===== config.mk =====
export PLATFORM = sky130hd
export DESIGN_NAME = tiny_program_loader_flat
export DESIGN_NICKNAME = d
export VERILOG_FILES = /design/src/rtl/tiny_program_loader_if.sv /design/src/rtl/tiny_program_loader.sv /design/src/flat_wrapper.sv
export SDC_FILE = /design/constraint.sdc
export NUM_CORES = 1
export LEC_CHECK = 0
export ABC_AREA = 1
export CAP_MARGIN = 15
export CORE_ASPECT_RATIO = 0.9
export CORE_MARGIN = 3
export CORE_UTILIZATION = 55
export DETAILED_ROUTE_END_ITERATION = 10
export DONT_BUFFER_PORTS = 1
export PLACE_DENSITY = 0.7
export SETUP_SLACK_MARGIN = 0.2
export SYNTH_ARGS = -nofsm -noshare
export SYNTH_HDL_FRONTEND = slang
export SYNTH_SLANG_ARGS = --single-unit

===== constraint.sdc =====
create_clock -name clk -period 2.8 [get_ports clk]
set_clock_uncertainty 0.1 [all_clocks]
set_input_delay 0.56 -clock clk [delete_from_list [all_inputs] [get_ports clk]]
set_output_delay 0.56 -clock clk [all_outputs]
set_load 0.01 [all_outputs]

===== src/rtl/tiny_program_loader_if.sv =====
`default_nettype none
// +--------------------------------------------------------------------------+
// | Module      : tiny_program_loader_if                                     |
// | Description : Byte-stream input, instruction-memory write port and       |
// |               core control/status of the tiny program loader.            |
// | Revision    : 1.0 - initial release                                      |
// +--------------------------------------------------------------------------+
interface tiny_program_loader_if #(
    parameter int ADDR_W = 4
);
    logic              in_valid;
    logic [7:0]        in_data;
    logic              in_ready;
    logic              mem_we;
    logic [ADDR_W-1:0] mem_addr;
    logic [7:0]        mem_wdata;
    logic              core_rst_n;
    logic              load_done;
    logic              load_err;

    // Host / debug link side: supplies bytes, observes memory and status.
    modport master (
        output in_valid, in_data,
        input  in_ready, mem_we, mem_addr, mem_wdata, core_rst_n, load_done, load_err
    );

    // Loader side.
    modport slave (
        input  in_valid, in_data,
        output in_ready, mem_we, mem_addr, mem_wdata, core_rst_n, load_done, load_err
    );
endinterface
`default_nettype wire


===== src/rtl/tiny_program_loader.sv =====
`default_nettype none
// +--------------------------------------------------------------------------+
// | Module      : tiny_program_loader                                        |
// | Description : Loads a framed byte stream into the tiny core's 16x8       |
// |               instruction memory, pads with HLT and releases core reset. |
// |               Optional CSUM byte: define TINY_LOADER_CHECKSUM_EN.        |
// | Revision    : 1.0 - initial release                                      |
// +--------------------------------------------------------------------------+
module tiny_program_loader #(
    parameter int         DEPTH     = 16,
    parameter int         ADDR_W    = 4,
    parameter logic [7:0] SYNC_BYTE = 8'hA5,
    parameter logic [7:0] FILL_BYTE = 8'hFF
) (
    input  wire logic            clk,
    input  wire logic            rst,
    tiny_program_loader_if.slave bus
);

    localparam logic [2:0] c_IDLE = 3'd0;
    localparam logic [2:0] c_LEN  = 3'd1;
    localparam logic [2:0] c_DATA = 3'd2;
`ifdef TINY_LOADER_CHECKSUM_EN
    localparam logic [2:0] c_CSUM = 3'd3;
`endif
    localparam logic [2:0] c_FILL = 3'd4;
    localparam logic [2:0] c_RUN  = 3'd5;
    localparam logic [2:0] c_ERR  = 3'd6;

    localparam logic [ADDR_W:0] c_DEPTH = (ADDR_W + 1)'(DEPTH);

    logic [2:0]        r_state;
    logic [ADDR_W:0]   r_len;
    logic [ADDR_W:0]   r_cnt;
    logic              r_mem_we;
    logic [ADDR_W-1:0] r_mem_addr;
    logic [7:0]        r_mem_wdata;
    logic              r_core_rst_n;
    logic              r_load_done;
    logic              r_load_err;

    logic w_ready;
    logic w_accept;
    logic w_is_sync;
    logic w_last_data;
    logic w_bad_len;

`ifdef TINY_LOADER_CHECKSUM_EN
    logic [7:0] r_sum;
    logic       w_sum_ok;
    assign w_sum_ok = (8'(r_sum + bus.in_data) == 8'h00);
`endif

    assign w_ready     = !rst && (r_state != c_FILL);
    assign w_accept    = bus.in_valid && w_ready;
    assign w_is_sync   = (bus.in_data == SYNC_BYTE);
    assign w_last_data = (r_cnt == r_len - 1'b1);
    assign w_bad_len   = (bus.in_data == 8'h00) || (bus.in_data > 8'(DEPTH));

    always_ff @(posedge clk) begin
        if (rst) begin
            r_state      <= c_IDLE;
            r_len        <= '0;
            r_cnt        <= '0;
            r_mem_we     <= 1'b0;
            r_mem_addr   <= '0;
            r_mem_wdata  <= 8'h00;
            r_core_rst_n <= 1'b0;
            r_load_done  <= 1'b0;
            r_load_err   <= 1'b0;
`ifdef TINY_LOADER_CHECKSUM_EN
            r_sum        <= 8'h00;
`endif
        end else begin
            r_mem_we <= 1'b0;
            case (r_state)
                c_IDLE: begin
                    if (w_accept && w_is_sync) r_state <= c_LEN;
                end
                c_LEN: begin
                    if (w_accept) begin
                        if (w_bad_len) begin
                            r_state    <= c_ERR;
                            r_load_err <= 1'b1;
                        end else begin
                            r_len   <= bus.in_data[ADDR_W:0];
                            r_cnt   <= '0;
`ifdef TINY_LOADER_CHECKSUM_EN
                            r_sum   <= bus.in_data;
`endif
                            r_state <= c_DATA;
                        end
                    end
                end
                c_DATA: begin
                    if (w_accept) begin
                        r_mem_we    <= 1'b1;
                        r_mem_addr  <= r_cnt[ADDR_W-1:0];
                        r_mem_wdata <= bus.in_data;
                        r_cnt       <= r_cnt + 1'b1;
`ifdef TINY_LOADER_CHECKSUM_EN
                        r_sum       <= r_sum + bus.in_data;
                        if (w_last_data) r_state <= c_CSUM;
`else
                        // Without a CSUM byte the last data byte ends the frame;
                        // its own write occupies the next cycle, so FILL starts after it.
                        if (w_last_data) begin
                            if (r_len == c_DEPTH) begin
                                r_state      <= c_RUN;
                                r_core_rst_n <= 1'b1;
                                r_load_done  <= 1'b1;
                            end else begin
                                r_state <= c_FILL;
                            end
                        end
`endif
                    end
                end
`ifdef TINY_LOADER_CHECKSUM_EN
                c_CSUM: begin
                    if (w_accept) begin
                        if (!w_sum_ok) begin
                            r_state    <= c_ERR;
                            r_load_err <= 1'b1;
                        end else if (r_cnt == c_DEPTH) begin
                            r_state      <= c_RUN;
                            r_core_rst_n <= 1'b1;
                            r_load_done  <= 1'b1;
                        end else begin
                            // First pad write issued here so it lands right after CSUM.
                            r_state     <= c_FILL;
                            r_mem_we    <= 1'b1;
                            r_mem_addr  <= r_cnt[ADDR_W-1:0];
                            r_mem_wdata <= FILL_BYTE;
                            r_cnt       <= r_cnt + 1'b1;
                        end
                    end
                end
`endif
                c_FILL: begin
                    if (r_cnt == c_DEPTH) begin
                        r_state      <= c_RUN;
                        r_core_rst_n <= 1'b1;
                        r_load_done  <= 1'b1;
                    end else begin
                        r_mem_we    <= 1'b1;
                        r_mem_addr  <= r_cnt[ADDR_W-1:0];
                        r_mem_wdata <= FILL_BYTE;
                        r_cnt       <= r_cnt + 1'b1;
                    end
                end
                c_RUN: begin
                    if (w_accept && w_is_sync) begin
                        r_state      <= c_LEN;
                        r_core_rst_n <= 1'b0;
                        r_load_done  <= 1'b0;
                    end
                end
                c_ERR: begin
                    if (w_accept && w_is_sync) begin
                        r_state    <= c_LEN;
                        r_load_err <= 1'b0;
                    end
                end
                default: r_state <= c_IDLE;
            endcase
        end
    end

    assign bus.in_ready   = w_ready;
    assign bus.mem_we     = r_mem_we;
    assign bus.mem_addr   = r_mem_addr;
    assign bus.mem_wdata  = r_mem_wdata;
    assign bus.core_rst_n = r_core_rst_n;
    assign bus.load_done  = r_load_done;
    assign bus.load_err   = r_load_err;

endmodule
`default_nettype wire

===== src/flat_wrapper.sv =====
// flat-port wrapper written by rule: the top's interface ports become plain ports
module tiny_program_loader_flat 
#(
    parameter int         DEPTH     = 16,
    parameter int         ADDR_W    = 4,
    parameter logic [7:0] SYNC_BYTE = 8'hA5,
    parameter logic [7:0] FILL_BYTE = 8'hFF
)
  (clk, rst, bus_in_valid, bus_in_data, bus_in_ready, bus_mem_we, bus_mem_addr, bus_mem_wdata, bus_core_rst_n, bus_load_done, bus_load_err);
  tiny_program_loader_if #(.ADDR_W(ADDR_W)) bus_i ();
  input  wire logic clk;
  input  wire logic rst;
  input wire logic [$bits(bus_i.in_valid)-1:0] bus_in_valid;
  input wire logic [$bits(bus_i.in_data)-1:0] bus_in_data;
  output wire logic [$bits(bus_i.in_ready)-1:0] bus_in_ready;
  output wire logic [$bits(bus_i.mem_we)-1:0] bus_mem_we;
  output wire logic [$bits(bus_i.mem_addr)-1:0] bus_mem_addr;
  output wire logic [$bits(bus_i.mem_wdata)-1:0] bus_mem_wdata;
  output wire logic [$bits(bus_i.core_rst_n)-1:0] bus_core_rst_n;
  output wire logic [$bits(bus_i.load_done)-1:0] bus_load_done;
  output wire logic [$bits(bus_i.load_err)-1:0] bus_load_err;
  assign bus_i.in_valid = bus_in_valid;
  assign bus_i.in_data = bus_in_data;
  assign bus_in_ready = bus_i.in_ready;
  assign bus_mem_we = bus_i.mem_we;
  assign bus_mem_addr = bus_i.mem_addr;
  assign bus_mem_wdata = bus_i.mem_wdata;
  assign bus_core_rst_n = bus_i.core_rst_n;
  assign bus_load_done = bus_i.load_done;
  assign bus_load_err = bus_i.load_err;
  tiny_program_loader #(.DEPTH(DEPTH), .ADDR_W(ADDR_W), .SYNC_BYTE(SYNC_BYTE), .FILL_BYTE(FILL_BYTE)) u_core (.clk(clk), .rst(rst), .bus(bus_i));
endmodule

==> flow_summary.ini <==
[worst_setup_path]
critical_path.max_stage_delay_ns = 0.39
cp_top_family = compound AO/OA/AOI/OAI gates
cp.buffers_inverters = 2
ff2ff_path_depth = 9
cp_cell_sequence = inv_1 > ha_1 > nand2_1 > nor3_2 > nor2_2 > o21ai_4 > inv_4 > o21ai_0 > a21oi_2
regToRegStartpoint = u_core.r_cnt[0]$_SDFFE_PP0P_
critPathLaunchType = flop
cp-end-kind = flop
worst-endpoint-required_ns = 2.93
timing.critical_path.slowest_stage_cell = dfxtp_1
critPathMaxFanout = 17
crit_type = reg2reg
reg2reg_setup_slack_ns = 0.70
worst_r2r_endpoint = u_core.bus.mem_addr[1]$_SDFFE_PP0P_
critPathArrivalTime_ns = 2.23

[cells_and_area]
post-route-util_pct = 60.1
syn2layout_area_growth_pct = 2.54
drive_gt1_share_pct = 13.7
layout.cell_area.non_filler_mm2 = 0.00166
count_of_nets_after_finishing = 241
insertedDiodeCount = 0

[clock_network]
cts-hold-fix-buffers = 0
worst_setup_hold_path_clk_slew_ns = 0.15
cts_made_buffers = 3
cts_sinks = 28
root_buffer = clkbuf_4
cts.repair_timing.setup_buffer_count = 0
clkLatencyLatePin_ns = 0.33
htreeDepth = 1
tritoncts_clock_tree = built
max-clock-path-buffers = 2
post_cts_resize_count = 0

[sta]
final-setup-viol-count = 0
period_needed_ns = 2.10
hold_viol_final = 0
totalNegativeSetupSlack_ns = 0
fin_crit_sh_pct = 75.0
grt_setup_unrepaired = no
worstMarginPinSlew_ns = 0.467
max_slew_margin_pct = 68.7
max_freq_mhz = 476
maxSlewViolCount = 0

[global_routing]
wire_length_of_the_first_global_routing_pass_um = 6100
globalRoute.totalOverflow = 0
antenna_violations_before_repair = 0
grt_pass1_vias = 1407
grt_max_degree = 19
grt_util_all_layers_pct = 21.1

[synth]
number_of_warnings_reported_in_the_yosys_synthesis_log = 0
synth_cell_types = 31
synth.yosys.seq_area_share_pct = 34.5
syn_area_mm2 = 0.00162
post-synth-top-count-cell = nand2_1
synth_cells = 230
synth_seq_cells = 28
synthTopCellsByArea = dfxtp_1 (35%), nand2_1 (9.5%), nand3_1 (7.4%)
postSynth.topFlopCell = dfxtp_1
number_of_flops_mapped_to_enable_cells_by_yosys = 0
syn-num-nets = 244
ys_async_sr_fraction_pct = 0
syn_avg_cell_area_um2 = 7.06
synth_largest_type_area_fraction_pct = 34.5
synth_top_cells_by_count = nand2_1 (41), nor2_1 (29), dfxtp_1 (28)
synth.largest_area_cell = dfxtp_1

[die]
start_util_pct = 58.6
floorplan.die.width_um = 63.3
boundaryPins = 28
floorplan.rows = 18
die_h_um = 57.5
area_enclosed_by_the_die_boundary_mm2 = 0.00364
design.core.area_mm2 = 0.00277

[route]
via_density = 5.35
antenna_left = 0
firstDrtPassIters = 4
detail_route.iter0.violations = 95
route.final.wire_length_um = 3500
detail_route.drc_violations = 0
vias = 1422
post_drt_wl_per_cell_um = 13.2

[power_and_ir_drop]
p_per_area_mw_per_mm2 = 862
vdd_ir_drop_max_uv = 510
lkg_pwr_uw = 0.000729

[run]
drv.max_cap_violation_count = 0

[placement]
placed_cell_area_mm2 = 0.00161
dp.final_hpwl_um = 2650
port_buffers = 0
gpl.final_weighted_congestion = 0.911

[hold_path]
min_path_cells = 1
min-delay-start = rst
hold_end = u_core.r_cnt[0]$_SDFFE_PP0P_
hold_class = in2reg

[status]
run_status = complete, no violations
## worst reg2reg max path, cell delays in order, from the launching register on
cell and delay, ns:
dfxtp_1 0.39, inv_1 0.17, ha_1 0.17, nand2_1 0.06
nor3_2 0.14, nor2_2 0.07, o21ai_4 0.39, inv_4 0.19
o21ai_0 0.27, a21oi_2 0.05
## logic make-up (layout without fill, tap and decap cells)
logic type,count (synthesis),count (layout),share of synthesized area [%]
AND/OR/NAND/NOR,115,115,33.5
AO/OA/AOI/OAI,42,42,15.9
buffers and inverters,37,33,11.0
flip-flops,28,28,34.5
XOR/XNOR,5,5,2.70
adder cells (fa/ha/maj),3,3,2.31
## routing by layer
layer  global-route usage, %  wire length [µm]  up-vias  part of all wire [%]
met4                    7.69                92        0                   2.6
met3                    6.69               261       10                   7.5
li1                        -                 -      735                     -
met1                    26.0              1520      630                    44
met2                    34.7              1620       47                    46
met5                       0                 0        -                     0
## state kept, by name, summed over array words and instances (netlist names)
name	cells
u_core.r_state	3
u_core.bus.mem_wdata	8
u_core.bus.mem_we	1
u_core.bus.core_rst_n	1
u_core.r_cnt	5
u_core.r_len	5
u_core.bus.load_err	1
u_core.bus.mem_addr	4
## power by group
group	leakage, µW	internal, µW	switching [µW]
sequential	0.000228	518	150
combinational	0.000473	172	330
clock	0.0000279	145	120
## worst max path at each step
stage,end,startpoint,cells after the start,slack (ns)
6_report,u_core.bus.mem_addr[1]$_SDFFE_PP0P_,u_core.r_cnt[0]$_SDFFE_PP0P_,9,0.70
4_1_cts,u_core.bus.mem_addr[1]$_SDFFE_PP0P_,u_core.r_cnt[0]$_SDFFE_PP0P_,9,0.74
5_1_grt,u_core.bus.mem_addr[1]$_SDFFE_PP0P_,u_core.r_cnt[0]$_SDFFE_PP0P_,9,0.52
3_5_place_dp,u_core.bus.mem_addr[1]$_SDFFE_PP0P_,u_core.r_cnt[0]$_SDFFE_PP0P_,9,0.76
3_3_place_gp,u_core.bus.mem_addr[1]$_SDFFE_PP0P_,u_core.r_cnt[0]$_SDFFE_PP0P_,9,0.89
2_1_floorplan,bus_in_ready,rst,5,0.92
## placed cells by master (no fill, tap or decap), types with 4 or more instances in the layout
cell type,instances
a21oi_1,17
dfxtp_1,28
inv_1,22
inv_2,4
nand2_1,41
nand3_1,24
nor2_1,29
nor3_1,9
o21ai_0,14
o21ai_2,5
xor2_1,4
## final cells by class
class | count | area, µm²
clock inverter | 1 | 30.0
clock buffer | 3 | 22.5
fill | 257 | 1110
tap | 40 | 50.0
multi-input combinational | 165 | 883
inverter | 28 | 110
timing repair buffer | 1 | 7.51
sequential | 28 | 561
## stage by stage
step                      hold WS, ns  power, µW  instances  setup slack [ns]
after floorplan                 0.345       1120        230             0.923
after global placement          0.357       1150        262             0.894
after detailed placement        0.367       1170        262             0.763
after CTS                       0.149       1440        266             0.740
after global routing            0.139       1540        266             0.516
final                           0.161       1440        266             0.700
Note: power is estimated with default switching activity, not from simulation.
==> variant 1, RTL diff (config.mk and constraints unchanged) <==
Add a define of `TINY_LOADER_CHECKSUM_EN`.
--- a/src/rtl/tiny_program_loader.sv
+++ b/src/rtl/tiny_program_loader.sv
@@ -6,6 +6,8 @@
 // |               Optional CSUM byte: define TINY_LOADER_CHECKSUM_EN.        |
 // | Revision    : 1.0 - initial release                                      |
 // +--------------------------------------------------------------------------+
+`define TINY_LOADER_CHECKSUM_EN
+
 module tiny_program_loader #(
     parameter int         DEPTH     = 16,
     parameter int         ADDR_W    = 4,
Formal check against the unedited RTL: not equivalent (Yosys sat finds a counterexample within 4 cycles, from zero or initial values and one cycle with rst high).
==> variant 1 against the unedited design <==
  * Sequential power shrank 17%
  * Synthesized area grew 55%
  * Count of clock-buffer cells in the layout grew 2
  * Non-clock buffer count grew 2
  * Total power shrank 13%
  * Clock power grew 110%
  * Critical path depth grew 3
  * Setup slack lost 0.31 ns
  * Sequential cell count grew 9
  * Cell count grew 67%
  * Design area grew 63%
  * Routed wire length grew 59%
  * Worst hold slack gained 0.063 ns
==> variant 1: results (changes against the unedited design) <==
metric,value,unit,change
status,completed,,unchanged
adder-cell share of the synthesized area,0.0577,,was 0.0231
Post-synth top cells,"105 x nand2_1, 48 x inv_1, 44 x nor2_1",,"was 41 x nand2_1, 29 x nor2_1, 28 x dfxtp_1"
crit path max fanout,11,,was 17
largest net degree at the start of global routing,32,,was 19
post-synthesis xor/xnor area fraction,0.0348,,was 0.0270
"CTS clk-pin slew, worst paths",0.08,ns,was 0.15 ns
Arrival @ worst endpoint,2.49,ns,was 2.23 ns
WL/cell,12.6,um,was 13.2 um
first-pass GRT wire length,9770,um,was 6100 um
"slowest stage delay, CP",0.44,ns,was 0.39 ns
share of cells above drive strength 1,0.136,,was 0.137
total CTS buffers,5,,was 3
Synth Area in Compound Gates,0.112,,was 0.159
Detail Route met3 WL,291,um,was 261 um
maximum VDD drop,0.309,mV,was 0.510 mV
RD Place Congestion,0.823,,was 0.911
Worst-Skew Late Latency,0.30,ns,was 0.33 ns
sequential share of the synthesized area,0.294,,was 0.345
WL met2,2390,um,was 1620 um
CTS H-tree lvls,2,,was 1
Post-DP Area,2540,um^2,was 1610 um^2
P_seq,0.554,mW,was 0.668 mW
async set-or-reset flop fraction in the synthesized netlist,0,,unchanged
R2R Path End,u_core.r_cnt[3],,was u_core.bus.mem_addr[1]
combinational power,0.133,mW,was 0.502 mW
M3 GR Usage,0.0503,,was 0.0669
hold path endpoint,u_core.r_state[0],,was u_core.r_cnt[0]
top cell family by delay on the critical path,simple AND/OR/NAND/NOR gates,,was compound AO/OA/AOI/OAI gates
"Slowest-stage cell, CP",fa_1,,was dfxtp_1
combinational power share,0.107,,was 0.350
Detailed Route WL,5570,um,was 3500 um
met2 Usage GRT,0.334,,was 0.347
Rel. slew slack,0.623,,was 0.687
Met1 Wirelength,2780,um,was 1520 um
final worst setup slack,0.393,ns,was 0.700 ns
worst slack at placement,0.0828,ns,was 0.763 ns
hpwl dp,4110,um,was 2650 um
Avg Inst Size Synth,6.60,um^2,was 7.06 um^2
Power Internal,0.941,mW,was 0.835 mW
Crit. Startpoint,u_core.r_sum[0],,was u_core.r_cnt[0]
Root Buffer Master,clkbuf_8,,was clkbuf_4
r2r setup slk,0.39,ns,was 0.70 ns
Fillers,432,,was 257
Worst R2R Path Depth,12,,was 9
total number of vias,2254,,was 1422
all-layer global routing usage,0.222,,was 0.211
initial drt markers,144,,was 95
GR Util met1,0.305,,was 0.260
[variant 1: cell count changes after synthesis, sizes merged, moves of 6 or more]
cell	unedited run	this run
inv	28	55
or2	0	6
nor3	10	4
nor2	32	49
a21oi	20	26
a31oi	0	6
dfxtp	28	37
ha	3	10
nand2	44	113
[variant 1: cell type report]
| cell class | count | area [um^2] | area share |
|---|---|---|---|
| Tap cell | 60 | 75.1 | 0.0277 |
| Clock inverter | 3 | 65.1 | 0.0240 |
| Sequential cell | 37 | 741 | 0.273 |
| Multi-Input combinational cell | 279 | 1520 | 0.561 |
| Clock buffer | 5 | 68.8 | 0.0254 |
| Timing Repair Buffer | 3 | 26.3 | 0.00970 |
| Inverter | 56 | 214 | 0.0790 |
[variant 1: cells by family after synthesis]
logic type	count (synthesis)
xor gates and xnor gates	10
DFF	37
AOI/OAI and AO/OA	50
and+or+nand+nor	208
adders and majority gates	11
buffers and inverters	65
==> variant 2, RTL diff (config.mk and constraints unchanged) <==
Made on the original files. Compare `r_cnt` against `c_DEPTH` with >= in place of ==.
--- a/src/rtl/tiny_program_loader.sv
+++ b/src/rtl/tiny_program_loader.sv
@@ -138,7 +138,7 @@
                 end
 `endif
                 c_FILL: begin
-                    if (r_cnt == c_DEPTH) begin
+                    if (r_cnt >= c_DEPTH) begin
                         r_state      <= c_RUN;
                         r_core_rst_n <= 1'b1;
                         r_load_done  <= 1'b1;
Behaviour: no difference found for any inputs over 10 cycles, from zero or initial values and one cycle with rst high; that may be too few to reach the edited logic, so the function may still have changed.
==> variant 2 against the unedited design <==
  * Routed wire length shrank 6.1%
  * Setup slack better by 0.15 ns
  * Synthesized area shrank 3.5%
  * Critical endpoint is now bus_in_ready
  * Design area decreased by 2.7%
  * Count of clock-buffer cells in the layout up 1
  * Largest cell class unchanged
  * Sequential cell count unchanged
Power is not compared: it rests on default switching activity, and its combinational part moved more than twofold at a synthesized area within 25%.
==> variant 2: results (changes against the unedited design) <==
metric,value,unit,change
M3 GR Usage,0.0600,,was 0.0669
Detailed Route WL,3290,um,was 3500 um
Rel. slew slack,0.740,,was 0.687
Clock Buffer Count,4,,was 3
post-DR vias/cell,5.46,,was 5.35
Post-synth top cells,"50 x nand2_1, 28 x dfxtp_1, 26 x inv_1",,"was 41 x nand2_1, 29 x nor2_1, 28 x dfxtp_1"
Power Internal,0.564,mW,
yosys warns,0,,unchanged
sequential share of the synthesized area,0.358,,was 0.345
Post-Syn Nets,239,,was 244
CTS H-tree lvls,1,,unchanged
first-pass GRT wire length,5900,um,was 6100 um
nonclk inv count,31,,was 28
largest net degree at the start of global routing,17,,was 19
fin cells,263,,was 266
"slowest stage delay, CP",0.47,ns,was 0.39 ns
Seq/total area,0.346,,was 0.337
hpwl dp,2610,um,was 2650 um
number of global-route vias before repair,1374,,was 1407
reg-to-reg startpoint,u_core.r_len[0],,was u_core.r_cnt[0]
initial drt markers,126,,was 95
Post-DP Area,1580,um^2,was 1610 um^2
library cells used by synthesis,30,,was 31
Crit. Startpoint,u_core.r_state[1],,was u_core.r_cnt[0]
non-clock buffer area fraction after layout,0,,was 0.00451
crit path max fanout,5,,was 17
multi-input combinational cell area,856,um^2,was 883 um^2
FFs & Latches,28,,unchanged
Fillers,226,,was 257
Post-layout nets,239,,was 241
Arrival @ worst endpoint,1.29,ns,was 2.23 ns
Min Hold Slack,0.183,ns,was 0.161 ns
GR Util met1,0.252,,was 0.260
"Slowest-stage cell, CP",dfxtp_1,,unchanged
Avg Inst Size Synth,6.93,um^2,was 7.06 um^2
status,completed,,unchanged
hold path endpoint,u_core.r_state[1],,was u_core.r_cnt[0]
ClkCell Share,0.0224,,was 0.0316
worst slack at placement,0.786,ns,was 0.763 ns
number of flip-flops under the largest register name,8,,unchanged
tap cells,38,,was 40
"CTS clk-pin slew, worst paths",0.14,ns,
CP endpoint,bus_in_ready,,was u_core.bus.mem_addr[1]
all-layer global routing usage,0.202,,was 0.211
"top cells by area, synth","dfxtp_1 36%, nand2_1 12%, a21oi_1 6.7%",,"was dfxtp_1 35%, nand2_1 9.5%, nand3_1 7.4%"
Worst R2R Path Depth,11,,was 9
met2 Usage GRT,0.351,,was 0.347
Switching Share,0.321,,
multi-input gates,162,,was 165
async set-or-reset flop fraction in the synthesized netlist,0,,unchanged
r2r setup slk,0.97,ns,was 0.70 ns
Buffers excl. clock,0,,was 1
share of cells above drive strength 1,0.129,,was 0.137
R2R Path End,u_core.r_state[2],,was u_core.bus.mem_addr[1]
RD Place Congestion,0.860,,was 0.911
[variant 2: cell types whose count changed after synthesis, moves of 5 or more]
cell	change
nand2_1	+9
nand3_1	-5
nor2_1	-5
nor2_2	+5
nor3_1	-6
o21ai_2	-5
[variant 2: routing by layer]
metal | vias to the layer above | wire, um
met5 | - | 0
met4 | 0 | 18
met3 | 2 | 179
met2 | 31 | 1570
met1 | 669 | 1520
li1 | 734 | -
[variant 2: critical path: cells and delay by family, from the launching register on]
family / cells / cell delay [ns]
flops: 1 / 0.47
simple gates: 3 / 0.41
buf+inv: 1 / 0.08
[variant 2: cell families after synthesis]
family                     after synthesis  synth area share
xor gates and xnor gates                 2            0.0112
and+or+nand+nor                        113             0.347
adders and majority gates                2            0.0160
DFF                                     28             0.358
buffers and inverters                   36            0.0958
AOI/OAI and AO/OA                       45             0.172
